[config.mk]
export PLATFORM = sky130hd
export DESIGN_NAME = grid_vga_renderer
export DESIGN_NICKNAME = d
export VERILOG_FILES = /design/src/rtl/grid_display_pkg.sv /design/src/rtl/vga_timing.sv /design/src/rtl/grid_vga_renderer.sv
export SDC_FILE = /design/constraint.sdc
export NUM_CORES = 1
export LEC_CHECK = 0
export ABC_CLOCK_PERIOD_IN_PS = 5900
export BUFFER_PORTS_ARGS = -buffer_cell sky130_fd_sc_hd__buf_4
export CAP_MARGIN = 40
export CORE_MARGIN = 1.5
export CORE_UTILIZATION = 24
export DETAILED_ROUTE_END_ITERATION = 10
export PLACE_DENSITY = 0.4
export SETUP_SLACK_MARGIN = 0.05
export SKIP_CTS_REPAIR_TIMING = 1
export SLEW_MARGIN = 20
export SYNTH_ARGS = -nofsm -noshare
export SYNTH_HDL_FRONTEND = slang
export SYNTH_SLANG_ARGS = --single-unit
[constraint.sdc]
create_clock -name clk -period 5.9 [get_ports clk]
set_input_delay 0.59 -clock clk [delete_from_list [all_inputs] [get_ports clk]]
set_output_delay 0.59 -clock clk [all_outputs]
set_load 0.05 [all_outputs]
[src/rtl/grid_display_pkg.sv]
// Shared display/grid definitions.
//   - 640x480@60 VGA timing constants (active, front porch, sync, back porch, total)
//   - grid geometry (GRID_N cells per side) and default colours
//   - idx(col,row): flattened occupancy bit index, shared with the game-logic block
package grid_display_pkg;

    // Horizontal timing, in pixels.
    localparam int H_ACTIVE = 640;
    localparam int H_FP     = 16;
    localparam int H_SYNC   = 96;
    localparam int H_BP     = 48;
    localparam int H_TOTAL  = H_ACTIVE + H_FP + H_SYNC + H_BP;

    // Vertical timing, in lines.
    localparam int V_ACTIVE = 480;
    localparam int V_FP     = 10;
    localparam int V_SYNC   = 2;
    localparam int V_BP     = 33;
    localparam int V_TOTAL  = V_ACTIVE + V_FP + V_SYNC + V_BP;

    // Counter width; large enough for any timing with totals up to 1024.
    localparam int CNT_W = 10;

    // Grid geometry.
    localparam int GRID_N = 16;
    localparam int CELL_W = $clog2(GRID_N);
    localparam int IDX_W  = $clog2(GRID_N * GRID_N);

    typedef logic [11:0] rgb_t;

    localparam rgb_t FG_RGB   = 12'hFFF;
    localparam rgb_t BG_RGB   = 12'h000;
    localparam rgb_t LINE_RGB = 12'h444;

    // Occupancy bit for the cell at column col, row row (row 0 = top).
    function automatic logic [IDX_W-1:0] idx(input logic [CELL_W-1:0] col,
                                             input logic [CELL_W-1:0] row);
        return IDX_W'(col) * IDX_W'(GRID_N) + IDX_W'(row);
    endfunction

endpackage

[src/rtl/vga_timing.sv]
// VGA raster timing generator.
//   clk, reset   : system clock, synchronous active-high reset
//   pix_en       : one-clk-in-four pixel enable
//   hcount/vcount: current raster position (advance on pix_en)
//   hsync_raw, vsync_raw : unregistered active-low syncs for the current position
//   active_raw   : current position lies in the visible area
//   line_last    : hcount is on the last column of a line
//   frame_wrap   : pix_en on the very last pixel of the frame (one clk)
module vga_timing
    import grid_display_pkg::*;
#(
    parameter int H_ACT    = H_ACTIVE,
    parameter int H_FPORCH = H_FP,
    parameter int H_SPULSE = H_SYNC,
    parameter int H_BPORCH = H_BP,
    parameter int V_ACT    = V_ACTIVE,
    parameter int V_FPORCH = V_FP,
    parameter int V_SPULSE = V_SYNC,
    parameter int V_BPORCH = V_BP
) (
    input  logic             clk,
    input  logic             reset,
    output logic             pix_en,
    output logic [CNT_W-1:0] hcount,
    output logic [CNT_W-1:0] vcount,
    output logic             hsync_raw,
    output logic             vsync_raw,
    output logic             active_raw,
    output logic             line_last,
    output logic             frame_wrap
);

    localparam int H_TOT = H_ACT + H_FPORCH + H_SPULSE + H_BPORCH;
    localparam int V_TOT = V_ACT + V_FPORCH + V_SPULSE + V_BPORCH;

    localparam logic [CNT_W-1:0] H_LAST   = CNT_W'(H_TOT - 1);
    localparam logic [CNT_W-1:0] V_LAST   = CNT_W'(V_TOT - 1);
    localparam logic [CNT_W-1:0] H_VIS    = CNT_W'(H_ACT);
    localparam logic [CNT_W-1:0] V_VIS    = CNT_W'(V_ACT);
    localparam logic [CNT_W-1:0] HS_START = CNT_W'(H_ACT + H_FPORCH);
    localparam logic [CNT_W-1:0] HS_END   = CNT_W'(H_ACT + H_FPORCH + H_SPULSE);
    localparam logic [CNT_W-1:0] VS_START = CNT_W'(V_ACT + V_FPORCH);
    localparam logic [CNT_W-1:0] VS_END   = CNT_W'(V_ACT + V_FPORCH + V_SPULSE);

    logic [1:0] div_q;
    logic       v_last;

    // 100 MHz / 4 = 25 MHz pixel rate; the enable fires on the last divider phase.
    assign pix_en = (div_q == 2'd3);

    assign line_last  = (hcount == H_LAST);
    assign v_last     = (vcount == V_LAST);
    assign frame_wrap = pix_en && line_last && v_last;

    assign hsync_raw  = !((hcount >= HS_START) && (hcount < HS_END));
    assign vsync_raw  = !((vcount >= VS_START) && (vcount < VS_END));
    assign active_raw = (hcount < H_VIS) && (vcount < V_VIS);

    always_ff @(posedge clk) begin
        if (reset) begin
            div_q  <= 2'd0;
            hcount <= '0;
            vcount <= '0;
        end else begin
            div_q <= div_q + 2'd1;
            if (pix_en) begin
                if (line_last) begin
                    hcount <= '0;
                    vcount <= v_last ? '0 : vcount + CNT_W'(1);
                end else begin
                    hcount <= hcount + CNT_W'(1);
                end
            end
        end
    end

endmodule

[src/rtl/grid_vga_renderer.sv]
// Renders a 16x16 occupancy grid on a VGA display.
//   clk, reset  : 100 MHz system clock, synchronous active-high reset
//   grid_in     : occupancy, bit (col*16 + row), row 0 at the top
//   hsync/vsync : active-low syncs
//   rgb         : {R,G,B} 4 bits each
//   de          : visible-area enable
//   frame_start : one-clk pulse when the grid snapshot is taken
// The grid is sampled once per frame (on the final pixel) so a frame never
// shows a mix of two grid states. All pixel outputs are registered from the
// same raster position, so sync, de and colour share one pixel of latency.
// GRID_N comes from grid_display_pkg and fixes the grid_in width.
module grid_vga_renderer
    import grid_display_pkg::*;
#(
    parameter int   CELL_PX    = 30,
    parameter int   GRID_X0    = 80,
    parameter rgb_t FG_COLOR   = FG_RGB,
    parameter rgb_t BG_COLOR   = BG_RGB,
    parameter rgb_t LINE_COLOR = LINE_RGB,
    parameter int   H_ACT      = H_ACTIVE,
    parameter int   H_FPORCH   = H_FP,
    parameter int   H_SPULSE   = H_SYNC,
    parameter int   H_BPORCH   = H_BP,
    parameter int   V_ACT      = V_ACTIVE,
    parameter int   V_FPORCH   = V_FP,
    parameter int   V_SPULSE   = V_SYNC,
    parameter int   V_BPORCH   = V_BP
) (
    input  logic                     clk,
    input  logic                     reset,
    input  logic [GRID_N*GRID_N-1:0] grid_in,
    output logic                     hsync,
    output logic                     vsync,
    output logic [11:0]              rgb,
    output logic                     de,
    output logic                     frame_start
);

    localparam int GRID_PX = GRID_N * CELL_PX;
    localparam int SUB_W   = $clog2(CELL_PX + 1);
    localparam int H_TOT   = H_ACT + H_FPORCH + H_SPULSE + H_BPORCH;

    localparam logic [SUB_W-1:0]  SUB_LAST  = SUB_W'(CELL_PX - 1);
    localparam logic [CELL_W-1:0] CELL_LAST = CELL_W'(GRID_N - 1);
    localparam logic [CNT_W-1:0]  X_START   = CNT_W'(GRID_X0);
    localparam logic [CNT_W-1:0]  X_END     = CNT_W'(GRID_X0 + GRID_PX);
    localparam logic [CNT_W-1:0]  Y_END     = CNT_W'(GRID_PX);
    localparam logic [CNT_W-1:0]  ROW_STOP  = CNT_W'(V_ACT - 1);
    // Column trackers are loaded one pixel ahead so they read 0 at GRID_X0.
    localparam logic [CNT_W-1:0]  X_LOAD    = CNT_W'((GRID_X0 == 0) ? H_TOT - 1 : GRID_X0 - 1);

    logic             pix_en;
    logic [CNT_W-1:0] hcount;
    logic [CNT_W-1:0] vcount;
    logic             hsync_raw;
    logic             vsync_raw;
    logic             active_raw;
    logic             line_last;
    logic             frame_wrap;

    vga_timing #(
        .H_ACT    (H_ACT),
        .H_FPORCH (H_FPORCH),
        .H_SPULSE (H_SPULSE),
        .H_BPORCH (H_BPORCH),
        .V_ACT    (V_ACT),
        .V_FPORCH (V_FPORCH),
        .V_SPULSE (V_SPULSE),
        .V_BPORCH (V_BPORCH)
    ) u_timing (
        .clk        (clk),
        .reset      (reset),
        .pix_en     (pix_en),
        .hcount     (hcount),
        .vcount     (vcount),
        .hsync_raw  (hsync_raw),
        .vsync_raw  (vsync_raw),
        .active_raw (active_raw),
        .line_last  (line_last),
        .frame_wrap (frame_wrap)
    );

    logic [GRID_N*GRID_N-1:0] snap;
    logic [SUB_W-1:0]         col_sub;
    logic [SUB_W-1:0]         row_sub;
    logic [CELL_W-1:0]        cell_col;
    logic [CELL_W-1:0]        cell_row;
    logic [IDX_W-1:0]         cell_idx;
    logic                     in_grid;
    rgb_t                     pix_rgb;

    // Frame snapshot: taken on the last pixel of the frame, held for the next.
    always_ff @(posedge clk) begin
        if (reset) begin
            snap        <= '0;
            frame_start <= 1'b0;
        end else begin
            frame_start <= frame_wrap;
            if (frame_wrap) begin
                snap <= grid_in;
            end
        end
    end

    // Cell position tracking by counting, so no divide by CELL_PX is needed.
    always_ff @(posedge clk) begin
        if (reset) begin
            col_sub  <= '0;
            cell_col <= '0;
            row_sub  <= '0;
            cell_row <= '0;
        end else if (pix_en) begin
            if (hcount == X_LOAD) begin
                col_sub  <= '0;
                cell_col <= '0;
            end else if (col_sub == SUB_LAST) begin
                col_sub  <= '0;
                cell_col <= (cell_col == CELL_LAST) ? '0 : cell_col + CELL_W'(1);
            end else begin
                col_sub <= col_sub + SUB_W'(1);
            end

            // Rows advance at end of line; frame_wrap reloads them for line 0.
            if (frame_wrap) begin
                row_sub  <= '0;
                cell_row <= '0;
            end else if (line_last && (vcount < ROW_STOP)) begin
                if (row_sub == SUB_LAST) begin
                    row_sub  <= '0;
                    cell_row <= (cell_row == CELL_LAST) ? '0 : cell_row + CELL_W'(1);
                end else begin
                    row_sub <= row_sub + SUB_W'(1);
                end
            end
        end
    end

    // Colour selection, highest priority first.
    always_comb begin
        in_grid  = (hcount >= X_START) && (hcount < X_END) && (vcount < Y_END);
        cell_idx = idx(cell_col, cell_row);
        pix_rgb  = 12'h000;
        if (!active_raw) begin
            pix_rgb = 12'h000;
        end else if (!in_grid) begin
            pix_rgb = BG_COLOR;
        end else if ((col_sub == '0) || (row_sub == '0)) begin
            pix_rgb = LINE_COLOR;
        end else if (snap[cell_idx]) begin
            pix_rgb = FG_COLOR;
        end else begin
            pix_rgb = BG_COLOR;
        end
    end

    always_ff @(posedge clk) begin
        if (reset) begin
            hsync <= 1'b1;
            vsync <= 1'b1;
            de    <= 1'b0;
            rgb   <= 12'h000;
        end else if (pix_en) begin
            hsync <= hsync_raw;
            vsync <= vsync_raw;
            de    <= active_raw;
            rgb   <= pix_rgb;
        end
    end

endmodule

==> results.ini <==
[critical_path]
rr_endpoint=snap[77]$_SDFFE_PP0N_
end_kind=flop
cp_slowest_cell=nor4_2
reg2reg_from=u_timing.div_q[0]$_SDFF_PP0_
r2r_cells=7
path_cells=ha_1 > nand4_4 > nor4_2 > and2_4 > buf_12 > nand2_1 > a21oi_1
start_kind=flop
rrSetupSlack_ns=2.47
crit_type=flop to flop
crit_required_ns=6.36
crit_fanout=139
cp.arrival_ns=3.88
slowest_delay_ns=0.61

[yosys]
syn_area_mm2=0.0131
yosysWarnings=0
synth-main-ff-cell=dfxtp_1
syn_avg_cell_area_um2=8.44
synth.area.top_cells=dfxtp_1 46%, nand2_1 16%, mux4_2 11%
yosysUniqueCellTypes=53
synth_area_leader_cell=dfxtp_1
synth-async-reset-ratio_pct=0
synth_edf_count=0
ys_seq_area_share_pct=46.1
syn_inst=1553
synth.top_cell.area_share_pct=46.1
synth_fp_nets=1824
synth.most_common_cell=nand2_1
synth_commonest_cells=554 x nand2_1, 302 x dfxtp_1, 274 x a21oi_1, 81 x clkbuf_1, 64 x mux4_2
yosys_register_bits=302

[timing]
hold_viol_final=0
rsz0062_at_grt=no
max_freq_ghz=0.292
fin_tns_setup_ns=0
fin_crit_ns=3.43
finalSetupViolCount=0
maxSlewViolCount=0
period_share_pct=58.1
tightest_slew_ns=1.08
skew_ns=0.0141
slew_headroom_pct=27.9

[pwr]
irDropWorstVdd_v=0.000157
power.density_mw_per_mm2=272
leakage_nw=5.92

[routing]
route.detailed.wl_per_inst_um=17.4
drcViolationCount=0
drt-total-wl_mm=42.9
dr.pass1.iters=4
final_antenna_net_count=0
via_per_inst=4.56
via_count=11300
drt-initial-drc-count=636

[clocking]
clkTransAtPathRegs_ns=0.06
root_buffer=clkbuf_16
h-tree-depth=2
clock-sinks=302
clock_path_buffers=3
cts_tree=done
clk_latency_ns=0.55
cts_buffers=38

[cells_and_area]
fillers=5725
fin_util_pct=31.4
seqCellArea_mm2=0.00605
synthToLayoutAreaGrowth_pct=29.1
drive_gt1_share_pct=23.8
nets=2023
multi_input_area_mm2=0.00646

[min_path]
worstHoldPathType=input port to flop
min_from=grid_in[213]
hold_depth=3
hold-path-endpoint=snap[213]$_SDFFE_PP0N_

[floorplanning]
rows=85
core_area_mm2=0.0539
dieHeight_um=237
die_width_um=237
start_util_pct=24.3
num_io_pins=274
die-area_mm2=0.0560

[global_route]
grt_first_pass_wirelength_mm=65.8
grt_antenna_before_repair=1
grt_pass1_vias=11400
grt_remaining_overflow=0
track_usage_pct=15.1
grt_max_degree=213

[placement]
port_buffers=273
hpwl_mm=29.1
gp_congestion=0.754

[job]
drv_cap=0

[outcome]
outcome=complete, no violations

## cells in the final DEF, fill, tap and decap left out, types with 3 or more instances in the layout
cell type	n
nor3_1	6
nand4_1	14
clkbuf_1	10
and3_1	4
clkinv_2	3
mux2_2	4
clkbuf_8	10
nor2_1	50
buf_12	4
o221ai_1	3
dfxtp_1	299
xnor2_1	6
a22oi_1	6
or4_1	4
mux4_2	64
a21oi_1	274
or3_1	3
clkbuf_16	41
buf_4	278
o22ai_1	3
and2_1	4
a221oi_1	5
nor2b_1	5
inv_1	13
mux2i_1	19
nand2_1	554
nand3_1	6
ha_1	13
o21ai_0	13
xor2_1	17
## where the power goes
part / internal (W) / total (W) / switching (W)
Combinational: 0.000116 / 0.000196 / 0.0000805
Clock: 0.00146 / 0.00237 / 0.000906
Sequential: 0.00204 / 0.00204 / 0.00000221
## flip-flops by register name, summed over array words and instances, names as in the netlist
name	flops
frame_start	1
vsync	1
u_timing.hcount	10
u_timing.div_q	2
col_sub	5
u_timing.vcount	10
de	1
snap	256
row_sub	5
cell_row	4
cell_col	4
rgb	2
hsync	1
## logic make-up after synthesis
kind of cell             after synthesis  synth area share, %
flip-flops                           302                 46.1
multiplexers                          87                 12.8
AND/OR/NAND/NOR                      670                 20.9
XOR/XNOR                              23                 1.54
AO/OA/AOI/OAI                        318                 12.8
adder cells (fa/ha/maj)               13                 1.24
buffers and inverters                140                 4.60
## critical path, delay by kind of cell (launching register included)
family                   cells  cell delay [ns]
AND/OR/NAND/NOR              4             1.58
AO/OA/AOI/OAI                1             0.17
buffers and inverters        1             0.41
adder cells (fa/ha/maj)      1             0.59
flip-flops                   1             0.33
## worst max-delay path by stage
stage	slack, ns	endpoint	depth (start not counted)	startpoint
after global routing	2.12	snap[190]$_SDFFE_PP0N_	8	u_timing.div_q[0]$_SDFF_PP0_
after detailed placement	2.38	snap[201]$_SDFFE_PP0N_	8	u_timing.div_q[0]$_SDFF_PP0_
after CTS	2.37	snap[201]$_SDFFE_PP0N_	8	u_timing.div_q[0]$_SDFF_PP0_
after floorplan	3.42	cell_row[3]$_SDFFE_PP0P_	8	u_timing.hcount[0]$_SDFFE_PP0P_
after global placement	2.36	snap[137]$_SDFFE_PP0N_	7	u_timing.div_q[0]$_SDFF_PP0_
final	2.47	snap[77]$_SDFFE_PP0N_	7	u_timing.div_q[0]$_SDFF_PP0_
## layout make-up
class	instances	area share [%]
tap	696	5.15
clock inverter	6	0.495
antenna	1	0.0148
inverter	14	0.311
sequential	302	35.8
clock buffer	60	7.02
timing repair buffer	285	13.1
multi-input combinational	1111	38.2
## per-stage QoR
step	std cells	setup slack (ns)	total power [W]	cell area [um^2]	hold WS (ns)
after floorplan	1553	3.42	0.00213	13100	0.399
after global placement	2405	2.36	0.00229	15600	0.405
after detailed placement	2407	2.38	0.00229	15600	0.416
after CTS	2473	2.37	0.00470	16900	0.248
after global routing	2475	2.12	0.00479	16900	0.270
final	2475	2.47	0.00461	16900	0.294
## routing by layer
layer | vias up | global-route usage (%) | share of wire [%] | routed length, um
met1 | 5356 | 20.1 | 47 | 20000
li1 | 5663 | - | - | -
met4 | 0 | 3.90 | 1.9 | 811
met2 | 224 | 25.1 | 48 | 20400
met3 | 53 | 2.75 | 4.0 | 1730
met5 | - | 0 | 0 | 0
Note: power is estimated with default switching activity, not from simulation.
